`config.mk`:
```
export PLATFORM = sky130hd
export DESIGN_NAME = uart_rx
export DESIGN_NICKNAME = d
export VERILOG_FILES = /design/src/rtl/uart_rx.sv
export SDC_FILE = /design/constraint.sdc
export NUM_CORES = 1
export LEC_CHECK = 0
export ABC_AREA = 0
export BUFFER_PORTS_ARGS = -buffer_cell sky130_fd_sc_hd__buf_2
export CAP_MARGIN = 15
export CORE_MARGIN = 2
export CORE_UTILIZATION = 30
export CTS_CLUSTER_DIAMETER = 80
export DETAILED_ROUTE_END_ITERATION = 7
export GPL_TIMING_DRIVEN = 0
export PLACE_DENSITY = 0.45
export SYNTH_ARGS = -nofsm -noshare
export SYNTH_HDL_FRONTEND = slang
export SYNTH_SLANG_ARGS = --single-unit
```
`constraint.sdc`:
```
create_clock -name clk -period 1.92 [get_ports clk]
set_input_delay 0.192 -clock clk [delete_from_list [all_inputs] [get_ports clk]]
set_output_delay 0.192 -clock clk [all_outputs]
set_load 0.01 [all_outputs]
```
`src/rtl/uart_rx.sv`:
```
// UART receiver: start/data/stop framing with a two-flop synchroniser.
// Every bit is sampled at mid-bit. Each good frame gives a one-cycle rx_valid; a bad stop bit gives frame_err.
module uart_rx #(
  parameter int unsigned DATA_LEN     = 8,
  parameter int unsigned CLKS_PER_BIT = 2604
) (
  input  logic                clk,
  input  logic                reset_n,
  input  logic                rx_line,
  output logic [DATA_LEN-1:0] rx_word,
  output logic                rx_valid,
  output logic                rx_busy,
  output logic                frame_err
);

  localparam int unsigned Half = CLKS_PER_BIT / 2;
  localparam int unsigned CntW = $clog2(CLKS_PER_BIT);
  localparam int unsigned BitW = (DATA_LEN > 1) ? $clog2(DATA_LEN) : 1;

  localparam logic [CntW-1:0] HalfLast = CntW'(Half - 1);
  localparam logic [CntW-1:0] BitLast  = CntW'(CLKS_PER_BIT - 1);
  localparam logic [BitW-1:0] DataLast = BitW'(DATA_LEN - 1);

  typedef enum logic [2:0] {
    StIdle,
    StStart,
    StData,
    StStop,
    StFinish
  } state_e;

  state_e              state_q;
  logic [1:0]          sync_q;
  logic                rx_s;
  logic [CntW-1:0]     clk_count_q;
  logic [BitW-1:0]     bit_count_q;
  logic [DATA_LEN-1:0] shift_q;
  logic [DATA_LEN-1:0] rx_word_q;
  logic                rx_valid_q;
  logic                rx_busy_q;
  logic                frame_err_q;

  // Both stages reset high so that reset release never looks like a start bit.
  always_ff @(posedge clk or negedge reset_n) begin
    if (!reset_n) begin
      sync_q <= 2'b11;
    end else begin
      sync_q <= {sync_q[0], rx_line};
    end
  end

  assign rx_s = sync_q[1];

  always_ff @(posedge clk or negedge reset_n) begin
    if (!reset_n) begin
      state_q     <= StIdle;
      clk_count_q <= '0;
      bit_count_q <= '0;
      shift_q     <= '0;
      rx_word_q   <= '0;
      rx_valid_q  <= 1'b0;
      rx_busy_q   <= 1'b0;
      frame_err_q <= 1'b0;
    end else begin
      rx_valid_q  <= 1'b0;
      frame_err_q <= 1'b0;
      unique case (state_q)
        StIdle: begin
          if (!rx_s) begin
            state_q     <= StStart;
            clk_count_q <= '0;
            rx_busy_q   <= 1'b1;
          end
        end
        StStart: begin
          if (clk_count_q == HalfLast) begin
            clk_count_q <= '0;
            if (rx_s) begin
              // The line went high again before mid-start: treat it as a glitch.
              state_q   <= StIdle;
              rx_busy_q <= 1'b0;
            end else begin
              state_q     <= StData;
              bit_count_q <= '0;
            end
          end else begin
            clk_count_q <= clk_count_q + 1'b1;
          end
        end
        StData: begin
          if (clk_count_q == BitLast) begin
            clk_count_q          <= '0;
            shift_q[bit_count_q] <= rx_s;
            if (bit_count_q == DataLast) begin
              state_q <= StStop;
            end else begin
              bit_count_q <= bit_count_q + 1'b1;
            end
          end else begin
            clk_count_q <= clk_count_q + 1'b1;
          end
        end
        StStop: begin
          if (clk_count_q == BitLast) begin
            clk_count_q <= '0;
            state_q     <= StFinish;
            if (rx_s) begin
              rx_word_q  <= shift_q;
              rx_valid_q <= 1'b1;
            end else begin
              frame_err_q <= 1'b1;
            end
          end else begin
            clk_count_q <= clk_count_q + 1'b1;
          end
        end
        StFinish: begin
          // Wait out a break or long low so it cannot retrigger a frame.
          if (rx_s) begin
            state_q   <= StIdle;
            rx_busy_q <= 1'b0;
          end
        end
        default: begin
          state_q   <= StIdle;
          rx_busy_q <= 1'b0;
        end
      endcase
    end
  end

  assign rx_word   = rx_word_q;
  assign rx_valid  = rx_valid_q;
  assign rx_busy   = rx_busy_q;
  assign frame_err = frame_err_q;

  strobe_exclusive_a : assert property (@(posedge clk) disable iff (!reset_n)
    !(rx_valid && frame_err));
  valid_single_a : assert property (@(posedge clk) disable iff (!reset_n)
    rx_valid |=> !rx_valid);
  ferr_single_a : assert property (@(posedge clk) disable iff (!reset_n)
    frame_err |=> !frame_err);

endmodule

```
# After elaboration in Yosys (flattened, before gate mapping)
# Cells that the tools add are included.
[word_totals]
regBits = 39
elab_cells = 70
out_inout_bits = 11
[classes]
n_reduce_logical = 11
n_bitwise = 1
muxes = 30
add_sub_neg = 2
eq_ne = 15
magnitude_cmp = 2
[ops]
columns = ["operator", "n"]
rows = [
  ["2-to-1 mux 12 bit", 3],
  ["case mux 12 bit (3 select lines)", 1],
  ["2-to-1 mux 3 bit", 10],
  ["!= test 2 bit, second input constant", 8],
  ["case mux 3 bit (5 select lines)", 1],
  ["adder 12 x 1 -> 12 bit, second input constant", 1],
  ["equality test 12 x 11 -> 1 bit, second input constant", 1],
  ["equality test 12 bit, second input constant", 1],
  ["2-to-1 mux 1 bit", 10],
  ["bitwise mux 8 bit", 1],
  ["equality test 3 x 2 -> 1 bit, second input constant", 2],
  ["equality test 3 bit, second input constant", 2],
  ["case mux 3 bit (2 select lines)", 1],
  ["AND reduction 3 bit", 2],
  ["AND reduction 6 bit", 1],
  ["AND reduction 5 bit", 1],
  ["less-than comparator 3 x 4 -> 1 bit, second input constant", 1],
  ["case mux 1 bit (4 select lines)", 1],
  ["AND reduction 2 bit", 2],
  ["adder 3 x 1 -> 3 bit, second input constant", 1],
  ["demux 1 bit (select 3 bit)", 1],
  ["equality test 3 x 1 -> 1 bit, second input constant", 1],
  ["greater-or-equal comparator 3 x 1 -> 1 bit, second input constant", 1],
  ["logical NOT 3 bit", 1],
  ["6 further kinds", 6],
]

# Logic depth before layout (Yosys ltp)
# Gate-level depths: netlist of run 1.
[depth]
word_depth = 5
mapped_depth = 7
mapped_depth_nobuf = 6

# Worst setup path after synthesis of run 1
# OpenSTA, ideal clock, no wires.
[synth_timing]
path_kind = "register to register"
start = "register clk_count_q[0]"
end = "register shift_q[4]"
required_ns = 1.792
t_arrival_ns = 1.759
stages_incl_launch_ff = 6
setup_slack_ns = 0.034
path_cell_list = "dfrtp_1 > ha_1 > nor4b_4 > nand4_2 > nor4_1 > mux2_1"
[synth_via]
elab_chain_len = 2
[synth_lines]
columns = ["element", "line", "text"]
rows = [
  ["start, declared", "35", "logic [CntW-1:0] clk_count_q;"],
  ["start signal, assigned", "87", "clk_count_q <= clk_count_q + 1'b1;"],
  ["start signal, assigned", "100", "clk_count_q <= clk_count_q + 1'b1;"],
  ["start signal, assigned", "114", "clk_count_q <= clk_count_q + 1'b1;"],
  ["equality test 12 bit", "91", "if (clk_count_q == BitLast) begin"],
  ["AND reduction 2 bit (no source line)", "--", ""],
  ["end signal, assigned by index", "93", "shift_q[bit_count_q] <= rx_s;"],
  ["end, declared", "37", "logic [DATA_LEN-1:0] shift_q;"],
]
# Every way passes these cells.
# A chain may end at the register's enable or synchronous reset.

# Worst setup path in the final report of run 1
[layout_timing]
start = "register clk_count_q[4]"
end = "register rx_word_q[4], in the netlist rx_word[4]"
[layout_via]
elab_chain_len = 2
[layout_lines]
columns = ["element", "line", "text"]
rows = [
  ["equality test 12 bit", "104", "if (clk_count_q == BitLast) begin"],
  ["AND reduction 3 bit (no source line)", "--", ""],
  ["end signal, assigned", "108", "rx_word_q <= shift_q;"],
  ["end, declared", "38", "logic [DATA_LEN-1:0] rx_word_q;"],
]
# Every way passes these cells.

==> flow_summary_export.csv, run 1 <==
group,metric,value,unit
yosys,synth_flop_cell,"dfrtp_1",
routing,wl,4480,µm
power_and_ir_drop,powerDensity,647,nW/µm²
cts,cts_buffer_depth,2,
routing,wire_per_inst,14.6,µm
placed_design,portBuffers,13,
timing,period_share,96.0,%
critical_path,cp.arrival,2030,ps
yosys,ys_seq_area_share,47.1,%
routing,avgViaCountPerCell,5.12,
yosys,synth-seq-cells,39,
status,status,"complete, no violations",
floorplan,die_area,7600,µm²
cts,cts_inserted_buffers,5,
timing,post-route-min-period,1840,ps
yosys,post-synth-top-count-cell,"dfrtp_1",
critical_path,required,2100,ps
finish,diodes,0,
placed_design,gp_congestion,0.750,
cts,cts_num_sinks,39,
global_routing,grt_usage,13.1,%
timing,max_freq,542,MHz
finish,nets,233,
global_routing,gr-total-overflow,0,
yosys,synth_top_cells_by_count,"37 x dfrtp_1, 21 x nand2_1, 11 x nand4_1, 9 x inv_1, 9 x o21ai_0",
floorplan,die_x,87.2,µm
cts,cts_tree,"built",
timing,setup_viol,0,
critical_path,ff2ff_path_depth,6,
cts,clk_pin_slew,80,ps
yosys,yosysWarnings,0,
global_routing,antenna_found_initial,0,
placed_design,dp_cells,289,
global_routing,grt_pass1_wl,7700,µm
critical_path,r2r_end,"rx_word[4]",
yosys,synth_top_area_share,44.6,%
yosys,synthArstFlopShare,100,%
timing,slew_viol_final,0,
critical_path,r2r-start,"clk_count_q[4]",
routing,drtIter0Drc,81,
yosys,syn_avg_cell_area,10.6,µm²
yosys,synth-edff-count,0,
timing,slew_headroom,41.3,%
timing,hold_violations,0,
yosys,synthTopCellsByArea,"dfrtp_1 45%, mux2_1 4.3%, mux2_2 4.3%, nand2_1 3.8%, nand4_1 3.3%",
finish,drive_gt1_share,30.8,%
yosys,synth_cell_types,49,
routing,first_pass_iters,4,
cts,htree_levels,2,
cts,insertion_delay,300,ps
yosys,syn_area,2080,µm²
timing,rsz0062_at_grt,"true",
floorplan,ios,14,
placed_design,post-dp-hpwl,2970,µm
critical_path,end_kind,"register",
power_and_ir_drop,p_leak,1.16,nW
routing,drc,0,
global_routing,first_global_vias,1549,
placed_design,place_ws,-368,ps
finish,area_delta_synth_final,24.4,%
hold_path,hold_path.class,"input port to asynchronous set/reset pin",
timing,worst_pin_slew,880,ps
floorplan,die_h,87.2,µm
timing,setup_slack,76.0,ps
yosys,syn_inst,196,
yosys,post-synth-top-area-cell,"dfrtp_1",
routing,vias,1572,
critical_path,crit_type,"register to register",
critical_path,critPathMaxFanout,8,
timing,fin_setup_tns,0,ps
critical_path,rrSetupSlack,80,ps
finish,finalNonFillerCells,307,
flow_run,drv_cap,0,
floorplan,core_area,6760,µm²
critical_path,critPathLaunchType,"register",
power_and_ir_drop,power,1.67,mW
power_and_ir_drop,peakVddDrop,0.308,mV
timing,clock_skew,7.95,ps
routing,final_antenna_net_count,0,
global_routing,grt_max_degree,40,
floorplan,rows,30,
yosys,syn-num-nets,203,
cts,cts-root-buf,"clkbuf_8",
floorplan,start_util,30.7,%
-- worst max-delay path, stage by stage, from the launching register on --
cell and delay [ps]:
dfrtp_2 460, and4b_1 260, clkbuf_4 210, nand4_1 180, nor2_4 170, buf_12 130, mux2_2 320
-- repair_timing --
action | 4_1_cts | 5_1_grt
hold buffers | 1 | 0
setup endpoints to repair | 30 | 34
endpoints found under the hold margin | 1 | 0
resized for setup | 9 | 13
pin swaps | 1 | 3
setup buffers | 7 | 2
-- placed cells by master (no fill, tap or decap), types with 3 or more instances in the layout --
| cell type | netlist | routed |
|---|---|---|
| clkbuf_8 | 2 | 7 |
| dfrtp_1 | 37 | 35 |
| o21a_1 | 3 | 3 |
| nand4_1 | 11 | 11 |
| buf_12 | 1 | 3 |
| mux2_1 | 8 | 7 |
| nor4_1 | 6 | 3 |
| a21o_1 | 3 | 3 |
| nor4_2 | 0 | 3 |
| o21ai_0 | 9 | 9 |
| xnor2_1 | 3 | 3 |
| nor3_1 | 7 | 7 |
| nor2b_1 | 3 | 3 |
| buf_6 | 1 | 4 |
| o22ai_1 | 6 | 6 |
| ha_1 | 4 | 3 |
| nand3_1 | 5 | 5 |
| a21oi_1 | 3 | 3 |
| nand2_1 | 21 | 21 |
| nor2_1 | 8 | 7 |
| buf_4 | 0 | 5 |
| mux2_2 | 8 | 8 |
| inv_1 | 9 | 9 |
| buf_2 | 4 | 15 |
-- registers in the layout (all words and copies together) (netlist names) --
signal,count
state_q,3
rx_word,8
shift_q,8
clk_count_q,12
rx_valid,1
frame_err,1
rx_busy,1
bit_count_q,3
sync_q,2
-- worst max-delay path by stage --
stage / slack (ps) / start / end
after global placement: -390 / clk_count_q[0] / clk_count_q[10]
after floorplan: 30 / clk_count_q[0] / shift_q[4]
final: 80 / clk_count_q[4] / rx_word[4]
after CTS: 30 / clk_count_q[4] / rx_word[7]
after global routing: -8 / clk_count_q[1] / shift_q[5]
after detailed placement: -370 / clk_count_q[0] / clk_count_q[5]
-- power by group --
part           total [mW]  switching, mW  internal, mW
registers           0.827        0.00216         0.824
clock network       0.818          0.299         0.520
logic              0.0253         0.0204       0.00487
total                1.67          0.321          1.35
-- logic make-up (layout without fill, tap and decap cells) --
family | Yosys count | in the layout | share of synthesized area [%]
AO/OA/AOI/OAI | 34 | 34 | 10.8
XOR/XNOR | 3 | 3 | 1.27
adder cells (fa/ha/maj) | 5 | 5 | 2.89
buffers and inverters | 19 | 50 | 5.79
flip-flops | 39 | 39 | 47.1
multiplexers | 16 | 16 | 8.68
AND/OR/NAND/NOR | 80 | 80 | 23.4
-- stage by stage --
step / utilization [%] / cell area [µm²] / hold slack [ps]
4_1_cts: 37.0 / 2500 / 63.7
3_5_place_dp: 33.2 / 2240 / 299
6_report: 38.2 / 2580 / 5.62
5_1_grt: 38.2 / 2580 / 99.0
2_1_floorplan: - / 2080 / -104
3_3_place_gp: 33.2 / 2240 / 300
-- layout make-up --
class	instances	area, µm²
inverters	9	33.8
clock inverters	2	60.1
well taps	80	100
flip-flops and latches	39	981
clock buffers	6	72.6
fillers	674	4170
repair buffers	23	175
plain buffers	10	95.1
multi-input cells	138	1060
-- routing by layer --
layer  track usage [%]  share of wire (%)  up-vias
li1                  -                  -      778
met1              18.5                 52      757
met2              19.7                 44       31
met3              2.56                2.9        6
met4              5.31                1.7        0
met5                 0                  0        -
No activity file was read; power rests on OpenSTA's default activity.
==> inputs of run 2 (changes only) <==
--- a/config.mk
+++ b/config.mk
@@ -13,7 +13,7 @@
 export CTS_CLUSTER_DIAMETER = 80
 export DETAILED_ROUTE_END_ITERATION = 7
 export GPL_TIMING_DRIVEN = 0
-export PLACE_DENSITY = 0.45
+export PLACE_DENSITY = 0.43
 export SYNTH_ARGS = -nofsm -noshare
 export SYNTH_HDL_FRONTEND = slang
 export SYNTH_SLANG_ARGS = --single-unit
==> constraint.sdc (replaced) <==
create_clock -name clk -period 1.7 [get_ports clk]
set_input_delay 0.17 -clock clk [delete_from_list [all_inputs] [get_ports clk]]
set_output_delay 0.17 -clock clk [all_outputs]
set_load 0.01 [all_outputs]
==> flow_summary_export.csv, run 2 (same netlist as run 1, synthesis figures left out) <==
group,metric,value,unit
floorplan,die_area,7600,µm²
power_and_ir_drop,clockPowerShare,41.0,%
finish,largest_reg_flops,12,
power_and_ir_drop,p_leak,1.19,nW
cts,cts_tree,"built",
hold_path,hold_path.class,"input port to asynchronous set/reset pin",
finish,diodes,0,
global_routing,gr-total-overflow,0,
global_routing,grt_usage,14.4,%
timing,slew_viol_final,0,
critical_path,cp.arrival,2110,ps
critical_path,crit_buf_inv,1,
critical_path,ff2ff_path_depth,5,
cts,cts_buffer_depth,2,
critical_path,path_cells,"nor4b_4 > buf_4 > nand4_4 > nor4_2 > mux2_1",
power_and_ir_drop,seqPwrFrac,57.2,%
floorplan,core_area,6760,µm²
timing,hold_slack,-5.00,ps
finish,area_delta_synth_final,30.7,%
placed_design,gp_congestion,0.726,
critical_path,crit_type,"register to register",
cts,cts_num_sinks,39,
finish,largest_register,"clk_count_q",
cts,cts_inserted_buffers,5,
power_and_ir_drop,powerDensity,602,nW/µm²
finish,design_area,2710,µm²
timing,slew_headroom,39.7,%
placed_design,post-dp-hpwl,3080,µm
floorplan,die_h,87.2,µm
routing,drtIter0Drc,61,
routing,drc,0,
power_and_ir_drop,peakVddDrop,0.300,mV
finish,n_fill_cell,678,
timing,max_freq,521,MHz
placed_design,portBuffers,13,
global_routing,grt_pass1_wl,8360,µm
routing,first_pass_iters,4,
power_and_ir_drop,power_switching,0.403,mW
flow_run,drv_cap,0,
timing,worst_pin_slew,904,ps
routing,wire_per_inst,15.8,µm
power_and_ir_drop,comb_power_share,1.8,%
finish,drive_gt1_share,39.0,%
timing,setup_slack,-218,ps
critical_path,rrSetupSlack,-220,ps
global_routing,antenna_found_initial,0,
placed_design,place_area,2250,µm²
critical_path,cp_slowest_cell,"dfrtp_2",
finish,nets,242,
routing,final_antenna_net_count,0,
timing,post-route-min-period,1920,ps
floorplan,ios,14,
floorplan,rows,30,
status,status,"complete, but fails checks",
routing,wl,4990,µm
critical_path,required,1890,ps
critical_path,critPathMaxFanout,7,
cts,cts-root-buf,"clkbuf_8",
timing,fin_setup_tns,-2780,ps
timing,setup_viol,28,
power_and_ir_drop,switching_share,24.7,%
global_routing,grt_max_degree,40,
timing,period_share,113,%
routing,vias,1609,
cts,insertion_delay,300,ps
cts,htree_levels,2,
cts,clk_pin_slew,90,ps
timing,rsz0062_at_grt,"true",
status,violations,"negative hold slack, negative setup slack",
critical_path,end_kind,"register",
finish,mostFrequentLayoutCells,"33 x dfrtp_1, 21 x nand2_1, 15 x buf_2",
critical_path,path_delay_family,"simple AND/OR/NAND/NOR gates",
timing,clock_skew,6.31,ps
finish,final_common_cell,"dfrtp_1",
floorplan,start_util,30.7,%
global_routing,first_global_vias,1653,
routing,avgViaCountPerCell,5.09,
critical_path,critPathLaunchType,"register",
floorplan,die_x,87.2,µm
power_and_ir_drop,p_int,1.23,mW
critical_path,critPathMaxStageDelay,480,ps
placed_design,place_ws,-489,ps
timing,hold_violations,13,
critical_path,crit_cells,5,
run 2: cell types whose count changed in the layout (fill, tap and decap cells not counted), moves of 3 or more:
| cell | delta |
|---|---|
| mux2_2 | -8 |
| o22ai_2 | +3 |
| buf_6 | +5 |
| o21ai_0 | -3 |
| mux2_4 | +10 |
| o22ai_1 | -3 |
| buf_4 | +6 |
| o21ai_1 | +3 |
run 2: final timing paths:
check / to / start
min in group clk: sync_q[1] / sync_q[0]
max reg2reg: shift_q[2] / clk_count_q[6]
max in group asynchronous: clk_count_q[3] / reset_n
min reg2reg: sync_q[1] / sync_q[0]
max: shift_q[2] / clk_count_q[6]
min: rx_word[1] / reset_n
run 2: layout make-up:
cell class	instances	area, µm²	share of cell area (%)
multi-input cells	138	1160	42.7
flip-flops and latches	39	983	36.3
repair buffers	32	245	9.04
well taps	80	100	3.69
plain buffers	10	98.8	3.64
clock buffers	5	68.8	2.54
inverters	9	33.8	1.25
clock inverters	3	23.8	0.876
run 2: power groups by stage:
stage	combinational [mW]	clock, mW	sequential, mW
after CTS	0.0321	0.697	0.934
after detailed placement	0.0304	0	0.952
after global placement	0.0300	0	0.952
after floorplan	0.00530	0	0.951
final	0.0296	0.670	0.934
after global routing	0.0357	0.738	0.934
run 2: layer usage:
metal,up-vias,global-route usage (%),part of all wire (%)
li1,798,-,-
met4,0,5.17,2.2
met3,9,3.32,2.9
met2,25,21.4,45
met5,-,0,0
met1,777,20.4,50
run 2: timing repair:
item / 4_1_cts / 5_1_grt
cloned: 1 / 0
setup buffers: 17 / 3
hold buffers: 1 / 0
pin swaps: 7 / 5
endpoints found under the setup margin: 34 / 35
gates resized for setup: 49 / 5
endpoints found under the hold margin: 1 / 0
run 2: through the flow:
step,std cells,utilization (%),power [mW]
after floorplan,196,-,0.957
after global placement,289,33.2,0.982
after detailed placement,289,33.2,0.982
after CTS,314,39.6,1.66
after global routing,316,40.1,1.71
final,316,40.1,1.63
==> inputs of run 3 (changes only) <==
--- a/config.mk
+++ b/config.mk
@@ -8,12 +8,13 @@
 export ABC_AREA = 0
 export BUFFER_PORTS_ARGS = -buffer_cell sky130_fd_sc_hd__buf_2
 export CAP_MARGIN = 15
+export CORE_ASPECT_RATIO = 0.5
 export CORE_MARGIN = 2
 export CORE_UTILIZATION = 30
 export CTS_CLUSTER_DIAMETER = 80
 export DETAILED_ROUTE_END_ITERATION = 7
 export GPL_TIMING_DRIVEN = 0
-export PLACE_DENSITY = 0.43
+export PLACE_DENSITY = 0.45
 export SYNTH_ARGS = -nofsm -noshare
 export SYNTH_HDL_FRONTEND = slang
 export SYNTH_SLANG_ARGS = --single-unit
==> constraint.sdc (replaced) <==
create_clock -name clk -period 1.58 [get_ports clk]
set_input_delay 0.158 -clock clk [delete_from_list [all_inputs] [get_ports clk]]
set_output_delay 0.158 -clock clk [all_outputs]
set_load 0.01 [all_outputs]
==> flow_summary_export.csv, run 3 (same netlist as run 1, synthesis figures left out) <==
group,metric,value,unit
critical_path,ff2ff_path_depth,5,
routing,wire_per_inst,15.5,µm
timing,rsz0062_at_grt,"true",
routing,drc,0,
floorplan,start_util,31.0,%
cts,insertion_delay,290,ps
critical_path,cp.arrival,1930,ps
critical_path,critPathMaxFanout,7,
global_routing,grt_pass1_wl,8560,µm
finish,area_delta_synth_final,45.1,%
status,violations,"negative hold slack, negative setup slack",
cts,cts_inserted_buffers,5,
finish,mostFrequentLayoutCells,"27 x dfrtp_1, 21 x nand2_1, 19 x buf_4, 14 x buf_2, 14 x mux2_4",
critical_path,critPathLaunchType,"register",
timing,worst_pin_slew,903,ps
routing,first_pass_iters,6,
critical_path,path_delay_family,"simple AND/OR/NAND/NOR gates",
routing,avgViaCountPerCell,4.96,
placed_design,post-dp-hpwl,3020,µm
critical_path,r2r_end,"state_q[0]",
timing,hold_violations,7,
critical_path,cp_slowest_cell,"dfrtp_2",
timing,post-route-min-period,1760,ps
routing,vias,1680,
cts,cts_tree,"built",
floorplan,die_h,62.8,µm
critical_path,r2r-start,"clk_count_q[8]",
finish,drive_gt1_share,50.2,%
cts,cts_buffer_depth,2,
critical_path,required,1750,ps
flow_run,drv_cap,0,
placed_design,gp_congestion,0.742,
finish,largest_reg_flops,12,
global_routing,antenna_found_initial,0,
finish,final_common_cell,"dfrtp_1",
floorplan,die_area,7640,µm²
routing,wl,5260,µm
status,status,"complete, but fails checks",
timing,slew_viol_final,0,
global_routing,gr-total-overflow,0,
critical_path,path_cells,"nor3b_4 > buf_4 > a31oi_1 > or3b_1 > a21o_1",
critical_path,rrSetupSlack,-180,ps
finish,largest_register,"clk_count_q",
power_and_ir_drop,p_leak,1.31,nW
critical_path,crit_type,"register to register",
finish,nets,254,
routing,drtIter0Drc,97,
critical_path,crit_buf_inv,1,
finish,post-route-util,44.9,%
floorplan,core_area,6700,µm²
timing,setup_viol,31,
timing,max_freq,568,MHz
cts,htree_levels,2,
hold_path,hold_path.class,"input port to asynchronous set/reset pin",
floorplan,die_x,122,µm
timing,slew_headroom,39.8,%
power_and_ir_drop,power,2.04,mW
floorplan,ios,14,
timing,setup_slack,-182,ps
critical_path,critPathMaxStageDelay,470,ps
global_routing,grt_usage,14.5,%
timing,hold_slack,-14.0,ps
power_and_ir_drop,peakVddDrop,0.327,mV
critical_path,end_kind,"register",
cts,cts_num_sinks,39,
finish,diodes,0,
floorplan,rows,21,
critical_path,crit_cells,5,
routing,final_antenna_net_count,0,
global_routing,grt_max_degree,40,
cts,clk_pin_slew,60,ps
power_and_ir_drop,powerDensity,676,nW/µm²
timing,clock_skew,8.21,ps
placed_design,portBuffers,13,
global_routing,first_global_vias,1687,
cts,cts-root-buf,"clkbuf_16",
timing,period_share,112,%
## run 3: timing repair
item,in CTS,in global routing
gates resized for setup,48,30
hold endpoints to repair,1,0
setup endpoints to repair,37,35
hold buffers,1,0
gates cloned,1,0
buffers inserted,25,9
pin swaps,21,22
## run 3: how the worst max path moves through the flow
stage,start,endpoint,slack (ps)
floorplan,clk_count_q[0],shift_q[4],-270
global placement,clk_count_q[0],shift_q[6],-560
detailed placement,clk_count_q[0],shift_q[6],-570
CTS,clk_count_q[7],shift_q[6],-220
global route,clk_count_q[2],shift_q[4],-250
finish,clk_count_q[8],state_q[0],-180
## run 3: cell type report
class / instances / area [µm²]
plain buffers: 7 / 81.3
fillers: 631 / 3690
inverters: 9 / 36.3
clock buffers: 6 / 139
well taps: 92 / 115
flip-flops and latches: 39 / 991
multi-input cells: 138 / 1250
clock inverters: 1 / 5.00
repair buffers: 47 / 397
## run 3: through the flow
stage	hold WS (ps)	worst slack, ps	TNS, ps	cell area [µm²]	std cells
finish	-14.0	-182	-3850	3010	339
global route	70.7	-248	-5750	3010	339
CTS	36.2	-217	-3290	2880	334
detailed placement	265	-568	-13450	2320	301
global placement	263	-562	-13140	2320	301
floorplan	-138	-271	-3130	2140	196
## run 3: worst reg2reg max path, delay by kind of cell (launching register included)
family | cells | cell delay (ps)
buffers and inverters | 1 | 210
AND/OR/NAND/NOR | 2 | 710
flip-flops | 1 | 470
AO/OA/AOI/OAI | 2 | 270
## run 3: power by group
group          total (mW)  switching, mW  internal [mW]  leakage, nW
sequential           1.01        0.00246           1.00        0.504
clock               0.997          0.381          0.616       0.0727
combinational      0.0328         0.0263        0.00652        0.729
total                2.04          0.410           1.63         1.31
## run 3: layer usage
layer,global-route usage [%],routed length (µm)
met4,5.32,64
met5,0,0
met2,22.1,2440
met1,19.1,2600
met3,4.74,153
